File: config.mk
export PLATFORM = sky130hd
export DESIGN_NAME = reg4_rr_arbiter
export DESIGN_NICKNAME = d
export VERILOG_FILES = /design/src/rtl/reg4_arb_pkg.sv /design/src/rtl/dff_4bit_en.sv /design/src/rtl/reg4_rr_arbiter.sv
export SDC_FILE = /design/constraint.sdc
export NUM_CORES = 1
export LEC_CHECK = 0
export ABC_AREA = 0
export CORE_ASPECT_RATIO = 0.6
export CORE_MARGIN = 5
export CORE_UTILIZATION = 30
export DETAILED_ROUTE_END_ITERATION = 12
export PLACE_DENSITY = 0.71
export SYNTH_ARGS = -nofsm -noshare
export SYNTH_HDL_FRONTEND = slang
export SYNTH_SLANG_ARGS = --single-unit
File: constraint.sdc
create_clock -name clk -period 1.9 [get_ports clk]
set_input_delay 0.38 -clock clk [delete_from_list [all_inputs] [get_ports clk]]
set_output_delay 0.38 -clock clk [all_outputs]
set_load 0.03 [all_outputs]
File: src/rtl/reg4_arb_pkg.sv
// Shared definitions for the round-robin register write arbiter:
// FSM state encoding and default parameter values.
package reg4_arb_pkg;

    localparam int DEF_NREQ  = 4;
    localparam int DEF_WIDTH = 4;
    localparam int DEF_HOLD  = 2;

    typedef enum logic [1:0] {
        ST_IDLE  = 2'd0,
        ST_GRANT = 2'd1,
        ST_HOLD  = 2'd2
    } state_t;

endpackage

File: src/rtl/dff_4bit_en.sv
// WIDTH-bit storage register with synchronous active-high reset and load enable.
module dff_4bit_en #(
    parameter int WIDTH = 4
) (
    input  logic             clk,
    input  logic             rst,
    input  logic             en,
    input  logic [WIDTH-1:0] d,
    output logic [WIDTH-1:0] q
);

    // NOTE: sequential state uses non-blocking assignments so every flop
    // samples its inputs from before the edge, independent of block order.
    always_ff @(posedge clk) begin
        if (rst)     q <= '0;
        else if (en) q <= d;
    end

endmodule

File: src/rtl/reg4_rr_arbiter.sv
// Round-robin write arbiter sharing one storage register among NREQ requesters,
// with a one-cycle registered grant and a programmable hold-off after each write.
module reg4_rr_arbiter
    import reg4_arb_pkg::*;
#(
    parameter int NREQ  = DEF_NREQ,
    parameter int WIDTH = DEF_WIDTH,
    parameter int HOLD  = DEF_HOLD
) (
    input  logic                    clk,
    input  logic                    rst,
    input  logic [NREQ-1:0]         req,
    input  logic [NREQ*WIDTH-1:0]   wdata,
    output logic [NREQ-1:0]         gnt,
    output logic [WIDTH-1:0]        q,
    output logic [$clog2(NREQ)-1:0] owner,
    output logic                    busy
);

    localparam int IDX_W = $clog2(NREQ);
    localparam int CNT_W = (HOLD > 1) ? $clog2(HOLD) : 1;
    localparam logic [CNT_W-1:0] CNT_LOAD = (HOLD > 0) ? CNT_W'(HOLD - 1) : '0;

    state_t           state, state_n;
    logic [IDX_W-1:0] ptr, ptr_n, owner_n, win, idx;
    logic [CNT_W-1:0] cnt, cnt_n;
    logic [NREQ-1:0]  gnt_n;
    logic [WIDTH-1:0] win_data;
    logic             found, accept;
    int               sum;

    // Rotating-priority search: first set request at or after ptr, wrapping.
    // NOTE: every variable written here gets a default first so no path
    // leaves a value unassigned, which would otherwise infer a latch.
    always_comb begin
        found = 1'b0;
        win   = '0;
        idx   = '0;
        sum   = 0;
        for (int i = 0; i < NREQ; i++) begin
            sum = int'(ptr) + i;
            if (sum >= NREQ) sum = sum - NREQ;
            idx = IDX_W'(sum);
            if (!found && req[idx]) begin
                found = 1'b1;
                win   = idx;
            end
        end
        win_data = wdata[int'(win)*WIDTH +: WIDTH];
    end

    always_comb begin
        state_n = state;
        cnt_n   = cnt;
        ptr_n   = ptr;
        owner_n = owner;
        gnt_n   = '0;
        accept  = 1'b0;
        case (state)
            ST_IDLE: begin
                if (found) begin
                    accept     = 1'b1;
                    gnt_n[win] = 1'b1;
                    owner_n    = win;
                    ptr_n      = (win == IDX_W'(NREQ - 1)) ? '0 : win + 1'b1;
                    state_n    = ST_GRANT;
                end
            end
            ST_GRANT: begin
                if (HOLD > 0) begin
                    state_n = ST_HOLD;
                    cnt_n   = CNT_LOAD;
                end else begin
                    state_n = ST_IDLE;
                end
            end
            ST_HOLD: begin
                if (cnt == '0) state_n = ST_IDLE;
                else           cnt_n   = cnt - 1'b1;
            end
            default: state_n = ST_IDLE;
        endcase
    end

    always_ff @(posedge clk) begin
        if (rst) begin
            state <= ST_IDLE;
            cnt   <= '0;
            ptr   <= '0;
            owner <= '0;
            gnt   <= '0;
        end else begin
            state <= state_n;
            cnt   <= cnt_n;
            ptr   <= ptr_n;
            owner <= owner_n;
            gnt   <= gnt_n;
        end
    end

    dff_4bit_en #(.WIDTH(WIDTH)) u_store (
        .clk (clk),
        .rst (rst),
        .en  (accept),
        .d   (win_data),
        .q   (q)
    );

    assign busy = (state != ST_IDLE);

endmodule

==> results of run 1 <==
==> layer usage <==
| layer | global-route usage [%] | up-vias |
|---|---|---|
| met2 | 20.08 | 21 |
| met3 | 4.286 | 2 |
| met5 | 0 | - |
| li1 | - | 386 |
| met1 | 13.44 | 332 |
| met4 | 2.571 | 0 |
==> logic make-up (layout without fill, tap and decap cells) <==
family / Yosys count / count (layout) / synth area share [%]
multiplexers: 11 / 11 / 13.31
buffers and inverters: 8 / 52 / 6.505
flip-flops: 15 / 15 / 36.31
AND/OR/NAND/NOR: 26 / 26 / 17.40
AO/OA/AOI/OAI: 17 / 17 / 17.40
adder cells (fa/ha/maj): 6 / 6 / 9.077
==> final cells by class <==
| cell class | instances | area, sq um | area share (%) |
|---|---|---|---|
| multi-input cells | 60 | 473.0 | 36.70 |
| repair buffers | 42 | 406.6 | 31.55 |
| flip-flops and latches | 15 | 300.3 | 23.30 |
| clock buffers | 3 | 41.29 | 3.204 |
| well taps | 32 | 40.04 | 3.107 |
| inverters | 6 | 22.52 | 1.748 |
| clock inverters | 1 | 5.005 | 0.3883 |
==> power groups by stage <==
stage | Clock (mW) | Sequential (mW) | Combinational, mW
floorplan | 0 | 0.475 | 0.225
global placement | 0 | 0.411 | 0.470
detailed placement | 0 | 0.414 | 0.486
CTS | 0.264 | 0.407 | 0.485
global route | 0.278 | 0.413 | 0.520
finish | 0.256 | 0.407 | 0.482
==> Yosys cell counts (2+ instances only) <==
cell type and n:
o221ai_2 2, nor3_1 2, mux2i_1 11, nand2_1 9, ha_1 6, nor2b_1 2
o21ai_1 2, inv_2 3, and2_1 3, dfxtp_1 15, inv_1 3, nor2_1 4
o221ai_1 3
==> stage by stage <==
step | instances | hold slack [ps] | utilization (%) | cell area [sq um]
detailed placement | 155 | 440.1 | 48.30 | 1244
floorplan | 83 | 452.4 | - | 827.0
global placement | 155 | 435.3 | 48.30 | 1244
finish | 159 | 454.0 | 50.05 | 1289
CTS | 159 | 449.6 | 50.05 | 1289
global route | 159 | 482.0 | 50.05 | 1289
==> worst max-delay path, delay by kind of cell (launching register included) <==
family / cells / cell delay [ps]
fa+ha+maj: 1 / 240
buf+inv: 3 / 600
flops: 1 / 360
==> what timing repair did <==
action / CTS / global route
buffers inserted: 0 / 0
gates resized for setup: 1 / 0
endpoints found under the setup margin: 1 / 0
==> flip-flops by register name, summed over array words and instances, names as in the netlist <==
register and count:
ptr 2, state 2, owner 2, u_store.q 4
gnt 4, cnt 1
==> path summary, 6_finish.rpt <==
path / startpoint / end / slack (ps) / cells after the start
worst max register to register: state[0] / u_store.q[3] / 330 / 6
worst min-delay path: owner[1] / owner[1] / 450 / 2
worst max-delay path: state[0] / busy / 70 / 4
worst min register to register: owner[1] / owner[1] / 450 / 2
==> metrics.md, run 1 <==
| Metric | Value |
|---|---|
| CTS H-tree lvls | `1` |
| Final max-slew violation count | `0` |
| Net Switching | `0.3942 mW` |
| All-layer global routing usage | `11.48%` |
| Async set or reset register ratio after synthesis | `0%` |
| Average instance area after synthesis | `9.964 sq um` |
| I/O pin count | `33` |
| Wire length per cell after detailed routing | `14.07 um` |
| Tmin final | `1834 ps` |
| Detailed Routing Iterations Pass 1 | `4` |
| Final routed wirelength across all metal layers | `2237 um` |
| Static leakage | `0.5616 nW` |
| Via count of the first global-routing pass | `769` |
| Count of yosys warnings during synthesis | `0` |
| Total via count in the routed design | `741` |
| EDFF count, synth | `0` |
| Die height | `50.67 um` |
| Actual transition at the worst max-transition pin | `336.2 ps` |
| Worst-path maximum fanout | `4` |
| Number of routed nets with antenna violations | `0` |
| Total nets after synthesis | `111` |
| Class of the worst hold path | `flip-flop to flip-flop` |
| Worst Clk Skew | `1.549 ps` |
| Fin. Hold Viols | `0` |
| Largest voltage drop on the vdd net | `0.0003503 V` |
| Largest buffer count on any clock path | `2` |
| Worst Setup Start Kind | `flip-flop` |
| CP Data Arrival Time | `1450 ps` |
| Number of fill cells | `234` |
| Number of CTS-inserted buffers | `3` |
| Total grt overflow | `0` |
| Power, Total | `1.144 mW` |
| Area of the core | `0.002575 sq mm` |
| Dominant register cell in the synthesized netlist | `dfxtp_1` |
| Accumulated negative setup slack | `0 ps` |
| Count of unique library cells instantiated by Yosys | `31` |
| DRT iter0 DRCs | `51` |
| Layout area overhead | `55.83%` |
| Total of endpoints with negative setup slack in the final report | `0` |
| Quantity of I/O buffers inserted on ports | `32` |
| Metal3 WL | `164 um` |
| Setup repair after global routing missed its margin | `false` |
| Portion of the clock cycle consumed by the worst path in the final layout | `96.50%` |
| Power share of the clock group | `22.4%` |
| CTS Root Cell | `clkbuf_8` |
| Fraction of power spent switching nets | `34.44%` |
| Flip-flop and latch count after synthesis | `15` |
| Number of instances in the synthesized netlist | `83` |
| Insertion delay to the later sink of the worst-skew pair | `240 ps` |
| Commonest non-fill, non-tap cell in the layout | `clkdlybuf4s50_1` |
| Post-synthesis cell type with the largest combined area | `dfxtp_1` |
| Share of total power in sequential cells | `35.6%` |
| Total inserted antenna cells | `0` |
| Required time worst endpoint | `1520 ps` |
| CTS clk-pin slew, worst paths | `60 ps` |
| TritonCTS clock tree | `yes` |
| Portion of synthesized cell area occupied by the leading cell type | `36.31%` |
| Internal power | `0.7503 mW` |
| Wire length on met1 | `972 um` |
| Die extent in x | `77.79 um` |
| Final RePlAce weighted congestion | `0.7235` |
| Final routed DRC violation total | `0` |
| Share of post-route cells with drive strength above 1 | `18.11%` |
| Post-route setup slack | `66.43 ps` |
| Highest clock frequency the design can meet | `545.4 MHz` |
| Met2 wire len | `1074 um` |
| HPWL after detailed placement | `1890 um` |
| Top sig layer | `met4` |
| Initial Util | `32.12%` |
| Number of sinks driven by the clock tree | `15` |
| First-pass GRT wire length | `3601 um` |
| Cell types with the largest area share after synthesis | `dfxtp_1, mux2i_1, ha_1` |
| Pin count of the biggest net entering global routing | `11` |
| Number of antenna violations at the first check in global routing | `0` |
| Die footprint | `0.003941 sq mm` |
| NumNets Final | `156` |
| Power density over the cells | `888.0 mW/mm^2` |
| Vias/cell | `4.660` |
| Number of buffers added to fix hold violations after cts | `0` |
| Relative contribution of combinational cells to total power | `42.1%` |
| Sequential share of the synthesized area | `36.31%` |
| Pre-CTS WS | `-146.4 ps` |
| Slowest library cell on the worst path | `dlygate4sd2_1` |
| Crit-path max cell delay | `420 ps` |
| Slew margin rel. | `77.51%` |
| Post-synthesis instance area | `827.0 sq um` |
| Critical path endpoint category | `output port` |
| Number of rows in the core area | `14` |
| Outcome | `completed` |
| Type of the worst setup path | `flip-flop to output port` |
| Max-capacitance violation count | `0` |
| Top library cells by usage in the layout, fill and taps aside | `clkdlybuf4s50_1, dfxtp_1, mux2i_1` |
| Worst path cell trace | `inv_1, ha_1, inv_2, dlygate4sd2_1` |
Note: power is estimated with default switching activity, not from simulation.
==> run 2, diff against run 1 <==
CORE_MARGIN = 2   (was 5)
PLACE_DENSITY = 0.73   (was 0.71)
clock period = 1.54 ns   (was 1.9 ns; I/O delays follow)
==> metrics.md, run 2 (synthesized netlist as in run 1, its figures left out) <==
| Metric | Value |
|---|---|
| Outcome | `completed` |
| Setup repair after global routing missed its margin | `true` |
| Highest clock frequency the design can meet | `658.3 MHz` |
| DRT iter0 DRCs | `19` |
| Max-capacitance violation count | `0` |
| Layout area overhead | `64.30%` |
| Class of the worst hold path | `flip-flop to flip-flop` |
| Static leakage | `0.6438 nW` |
| Worst hold path cell count | `2` |
| Number of antenna violations at the first check in global routing | `0` |
| Via count of the first global-routing pass | `804` |
| Required time worst endpoint | `1670 ps` |
| Largest voltage drop on the vdd net | `0.0006023 V` |
| Worst-path maximum fanout | `6` |
| Top library cells by usage in the layout, fill and taps aside | `clkdlybuf4s50_1, dfxtp_1, buf_4` |
| CTS Root Cell | `clkbuf_8` |
| Number of buffers added to fix hold violations after cts | `0` |
| End of the worst register-to-register path | `u_store.q[2]` |
| Total via count in the routed design | `796` |
| Worst hold margin | `442.4 ps` |
| Final routed DRC violation total | `0` |
| Number of CTS-inserted buffers | `3` |
| Final max-slew violation count | `0` |
| Total inserted antenna cells | `0` |
| Slew margin rel. | `78.91%` |
| CP Data Arrival Time | `1640 ps` |
| Area of the core | `0.002557 sq mm` |
| Worst reg2reg path startpoint | `ptr[1]` |
| All-layer global routing usage | `15.91%` |
| Number of sinks driven by the clock tree | `15` |
| Insertion delay to the later sink of the worst-skew pair | `240 ps` |
| Critical path endpoint category | `flip-flop` |
| Type of the worst setup path | `input port to flip-flop` |
| Regs by FF count | `gnt (4), u_store.q (4)` |
| Fin. Hold Viols | `0` |
| Total grt overflow | `0` |
| Buffer and inverter count on the worst path | `2` |
| Power density over the cells | `1085 mW/mm^2` |
| Final RePlAce weighted congestion | `0.7817` |
| Family with the most delay on the worst path | `simple AND/OR/NAND/NOR gates` |
| Total of endpoints with negative setup slack in the final report | `0` |
| Worst path cell trace | `clkdlybuf4s15_1, or3b_4, o221ai_4, buf_12, mux2i_1, o221ai_2` |
| Final routed wirelength across all metal layers | `2382 um` |
| Placed Cells incl. Taps | `157` |
| Wire length per cell after detailed routing | `14.70 um` |
| CTS H-tree lvls | `1` |
| Pin count of the biggest net entering global routing | `9` |
| Vias/cell | `4.914` |
| HPWL after detailed placement | `1879 um` |
| Actual transition at the worst max-transition pin | `315.8 ps` |
| NumNets Final | `159` |
| Quantity of I/O buffers inserted on ports | `32` |
| Commonest non-fill, non-tap cell in the layout | `clkdlybuf4s50_1` |
| Crit-path max cell delay | `450 ps` |
| Largest buffer count on any clock path | `2` |
| First-pass GRT wire length | `3808 um` |
| Share of post-route cells with drive strength above 1 | `33.08%` |
| Die extent in x | `71.79 um` |
| Worst Clk Skew | `4.040 ps` |
| Slowest library cell on the worst path | `or3b_4` |
| Portion of the clock cycle consumed by the worst path in the final layout | `98.64%` |
| Count of non-filler cells in the finished layout | `162` |
| Number of rows in the core area | `14` |
| Die height | `44.67 um` |
| TritonCTS clock tree | `yes` |
| Path depth of the worst reg2reg path | `5` |
| Number of routed nets with antenna violations | `0` |
| Hold EP | `owner[1]` |
| Hold Startpoint | `owner[1]` |
| CTS clk-pin slew, worst paths | `60 ps` |
| Initial Util | `32.34%` |
| Flop2flop setup slack | `30 ps` |
| Die footprint | `0.003207 sq mm` |
| Tmin final | `1519 ps` |
| Worst Setup Start Kind | `input port` |
| Detailed Routing Iterations Pass 1 | `4` |
| I/O pin count | `33` |
| End-of-flow core utilization | `53.13%` |
## run 2: changes by cell type in the layout (fill, tap and decap cells not counted), moves of 3 or more
cell	change
clkdlybuf4s50_1	-13
dlygate4sd2_1	+7
mux2i_1	-3
dfxtp_1	-3
buf_4	+3
mux2i_2	+3
## run 2: tightest hold or removal path, stage by stage (launching register included)
cell and delay [ps]:
dfxtp_1 310, nand2_1 50, nand2_1 40
## run 2: how the worst max path moves through the flow
stage / endpoint / cells past startpoint / startpoint / slack, ps
floorplan: u_store.q[3] / 6 / state[0] / 40
global placement: u_store.q[3] / 6 / req[2] / -450
detailed placement: u_store.q[1] / 6 / req[2] / -540
CTS: u_store.q[2] / 6 / state[0] / 8
global route: u_store.q[0] / 5 / ptr[1] / -30
finish: u_store.q[2] / 6 / req[1] / 20
## run 2: metrics by stage
step	setup TNS (ps)	area, sq um	power (mW)	setup WS, ps
2_1_floorplan	0	827.0	0.8631	38.98
3_3_place_gp	-4438	1256	1.097	-452.4
3_5_place_dp	-5310	1256	1.128	-536.0
4_1_cts	0	1334	1.454	8.164
5_1_grt	-67.08	1359	1.552	-33.67
6_report	0	1359	1.474	20.91
## run 2: cell type report
class                   count  area [sq um]
inverters                   6         22.52
well taps                  32         40.04
repair buffers             45         416.7
clock buffers               4         45.04
fillers                   220          1199
multi-input cells          60         528.0
flip-flops and latches     15         306.5
## run 2: timing repair
item                       4_1_cts  5_1_grt
pin swaps                        0        3
resized for setup               24       13
cloned                           0        0
buffers inserted                 1        0
setup endpoints to repair       18        8
## run 2: layer usage
metal	vias up	global-route usage (%)	share of wire (%)
met2	31	28.15	50
met1	371	17.95	44
met3	2	6.150	5.8
met5	-	0	0
met4	0	5.283	0.59
li1	392	-	-
## run 2: power breakdown
part / internal [mW] / switching, mW / total [mW] / leakage, nW
registers: 0.461 / 0.0531 / 0.514 / 0.125
logic: 0.320 / 0.330 / 0.649 / 0.496
clock network: 0.183 / 0.128 / 0.311 / 0.0228
==> run 3, diff against run 2 <==
CORE_UTILIZATION = 38   (was 30)
PLACE_DENSITY = 0.86   (was 0.73)
==> metrics.md, run 3 (synthesized netlist as in run 1, its figures left out) <==
| Metric | Value |
|---|---|
| Outcome | `complete, but fails checks` |
| Failing checks | `negative setup slack` |
| Area of the core | `0.002115 sq mm` |
| Post-route setup slack | `-15.10 ps` |
| Pin count of the biggest net entering global routing | `10` |
| Wire length on met1 | `1027 um` |
| Final max-slew violation count | `0` |
| Instance area at placement | `0.001254 sq mm` |
| Power, Total | `1.461 mW` |
| Top library cells by usage in the layout, fill and taps aside | `clkdlybuf4s50_1, dlygate4sd2_1, dfxtp_1` |
| Type of the worst setup path | `flip-flop to flip-flop` |
| Final RePlAce weighted congestion | `0.8124` |
| Highest clock frequency the design can meet | `643.0 MHz` |
| Setup repair after global routing missed its margin | `true` |
| Die height | `40.14 um` |
| CTS clk-pin slew, worst paths | `90 ps` |
| Class of the worst hold path | `flip-flop to flip-flop` |
| Wire length per cell after detailed routing | `14.52 um` |
| HPWL after detailed placement | `1664 um` |
| Internal power | `0.9222 mW` |
| Total of endpoints with negative setup slack in the final report | `1` |
| Flop2flop setup slack | `-20 ps` |
| Tmin final | `1555 ps` |
| Worst setup path startpoint | `ptr[1]` |
| Share of post-route cells with drive strength above 1 | `32.82%` |
| Critical path endpoint category | `flip-flop` |
| Top sig layer | `met4` |
| Final instance area | `0.001415 sq mm` |
| Power share of the clock group | `15.2%` |
| CTS H-tree lvls | `1` |
| Net Switching | `0.5388 mW` |
| Metal3 WL | `117 um` |
| All-layer global routing usage | `20.10%` |
| Accumulated negative setup slack | `-15.10 ps` |
| Portion of the clock cycle consumed by the worst path in the final layout | `101.0%` |
| Worst Setup Start Kind | `flip-flop` |
| Static leakage | `0.6412 nW` |
| Number of rows in the core area | `13` |
| Fraction of power spent switching nets | `36.88%` |
| Actual transition at the worst max-transition pin | `329.1 ps` |
| Required time worst endpoint | `1750 ps` |
| Number of buffers added to fix hold violations after cts | `0` |
| Number of sinks driven by the clock tree | `15` |
| Quantity of I/O buffers inserted on ports | `32` |
| Final routed DRC violation total | `0` |
| Die footprint | `0.002578 sq mm` |
| Met2 wire len | `1151 um` |
| Crit-path max cell delay | `400 ps` |
| TritonCTS clock tree | `yes` |
| End of the worst register-to-register path | `ptr[1]` |
| Regs by FF count | `gnt (4), u_store.q (4)` |
| Worst reg2reg path startpoint | `ptr[1]` |
| Total inserted antenna cells | `0` |
| CTS Root Cell | `clkbuf_4` |
| Max-capacitance violation count | `0` |
| Initial Util | `39.11%` |
| CP endpoint | `ptr[1]` |
| Slew margin rel. | `77.83%` |
| Vias/cell | `5.056` |
| Slowest library cell on the worst path | `or3b_4` |
| Share of total power in sequential cells | `35.1%` |
| Power density over the cells | `1032 mW/mm^2` |
| Worst path cell trace | `or3b_4, o221ai_4, buf_12, inv_2, ha_4, o21ai_2` |
| Worst Clk Skew | `3.413 ps` |
| DRT iter0 DRCs | `17` |
| Number of CTS-inserted buffers | `3` |
| Number of antenna violations at the first check in global routing | `0` |
| First-pass GRT wire length | `3732 um` |
| CP Data Arrival Time | `1770 ps` |
| Largest voltage drop on the vdd net | `0.0004835 V` |
| Number of routed nets with antenna violations | `0` |
| Worst-path maximum fanout | `6` |
| Final routed wirelength across all metal layers | `2338 um` |
| Insertion delay to the later sink of the worst-skew pair | `280 ps` |
| Die extent in x | `64.23 um` |
| Path depth of the worst reg2reg path | `6` |
| Detailed Routing Iterations Pass 1 | `4` |
| NumNets Final | `160` |
| Layout area overhead | `71.10%` |
| Via count of the first global-routing pass | `807` |
| Relative contribution of combinational cells to total power | `49.8%` |
| Total grt overflow | `0` |
| I/O pin count | `33` |
| Total via count in the routed design | `814` |
| Commonest non-fill, non-tap cell in the layout | `clkdlybuf4s50_1` |
| Largest buffer count on any clock path | `2` |
| Fin. Hold Viols | `0` |
## run 3: cell count changes in the layout (fill, tap and decap cells not counted), sizes merged
| cell | change |
|---|---|
| dlygate4sd2 | +6 |
| clkbuf | -3 |
| dlymetal6s2s | -2 |
| buf | +1 |
| clkdlybuf4s15 | -1 |
| clkdlybuf4s50 | -1 |
| clkinv | +1 |
## run 3: metrics by stage
stage,hold WS (ps),std cells,setup slack (ps),util (%)
global route,487.0,161,-51.71,66.92
global placement,435.7,155,-369.2,59.29
finish,454.2,161,-15.10,66.92
CTS,459.9,161,-13.62,63.73
floorplan,380.4,83,38.98,-
detailed placement,448.1,155,-420.8,59.29
## run 3: timing repair
action,in CTS,in global routing
buffers inserted,1,0
gates resized for setup,27,12
endpoints found under the setup margin,20,9
cloned,1,0
pin swaps,2,3
## run 3: metal layers
metal / vias up / GRT usage (%)
met2: 30 / 35.42
met4: 0 / 7.979
met3: 6 / 6.461
li1: 397 / -
met5: - / 0
met1: 381 / 23.83
## run 3: critical path: cells and delay by family, from the launching register on
| family | cells | cell delay (ps) |
|---|---|---|
| AO/OA/AOI/OAI | 2 | 240 |
| adder cells (fa/ha/maj) | 1 | 230 |
| buffers and inverters | 2 | 230 |
| flip-flops | 1 | 380 |
| AND/OR/NAND/NOR | 1 | 400 |
## run 3: final cells by class
type / count / area, sq um
timing repair buffer: 46 / 445.4
fill: 170 / 699.4
clock inverter: 1 / 5.005
inverter: 6 / 22.52
sequential: 15 / 305.3
tap: 30 / 37.54
clock buffer: 3 / 22.52
multi-input combinational: 60 / 576.8
## run 3: worst min path at each step
stage | from | to | slack, ps | cells after the start
floorplan | rst | state[0] | 380 | 1
global placement | owner[1] | owner[1] | 440 | 2
detailed placement | owner[1] | owner[1] | 450 | 2
CTS | owner[1] | owner[1] | 460 | 2
global route | owner[1] | owner[1] | 490 | 2
finish | owner[1] | owner[1] | 450 | 2
## run 3: power by group through the flow
stage,clock [mW],combinational (mW),sequential (mW)
after floorplan,0,0.278,0.586
after global placement,0,0.578,0.506
after detailed placement,0,0.601,0.509
after CTS,0.234,0.654,0.503
after global routing,0.252,0.778,0.518
final,0.222,0.727,0.512
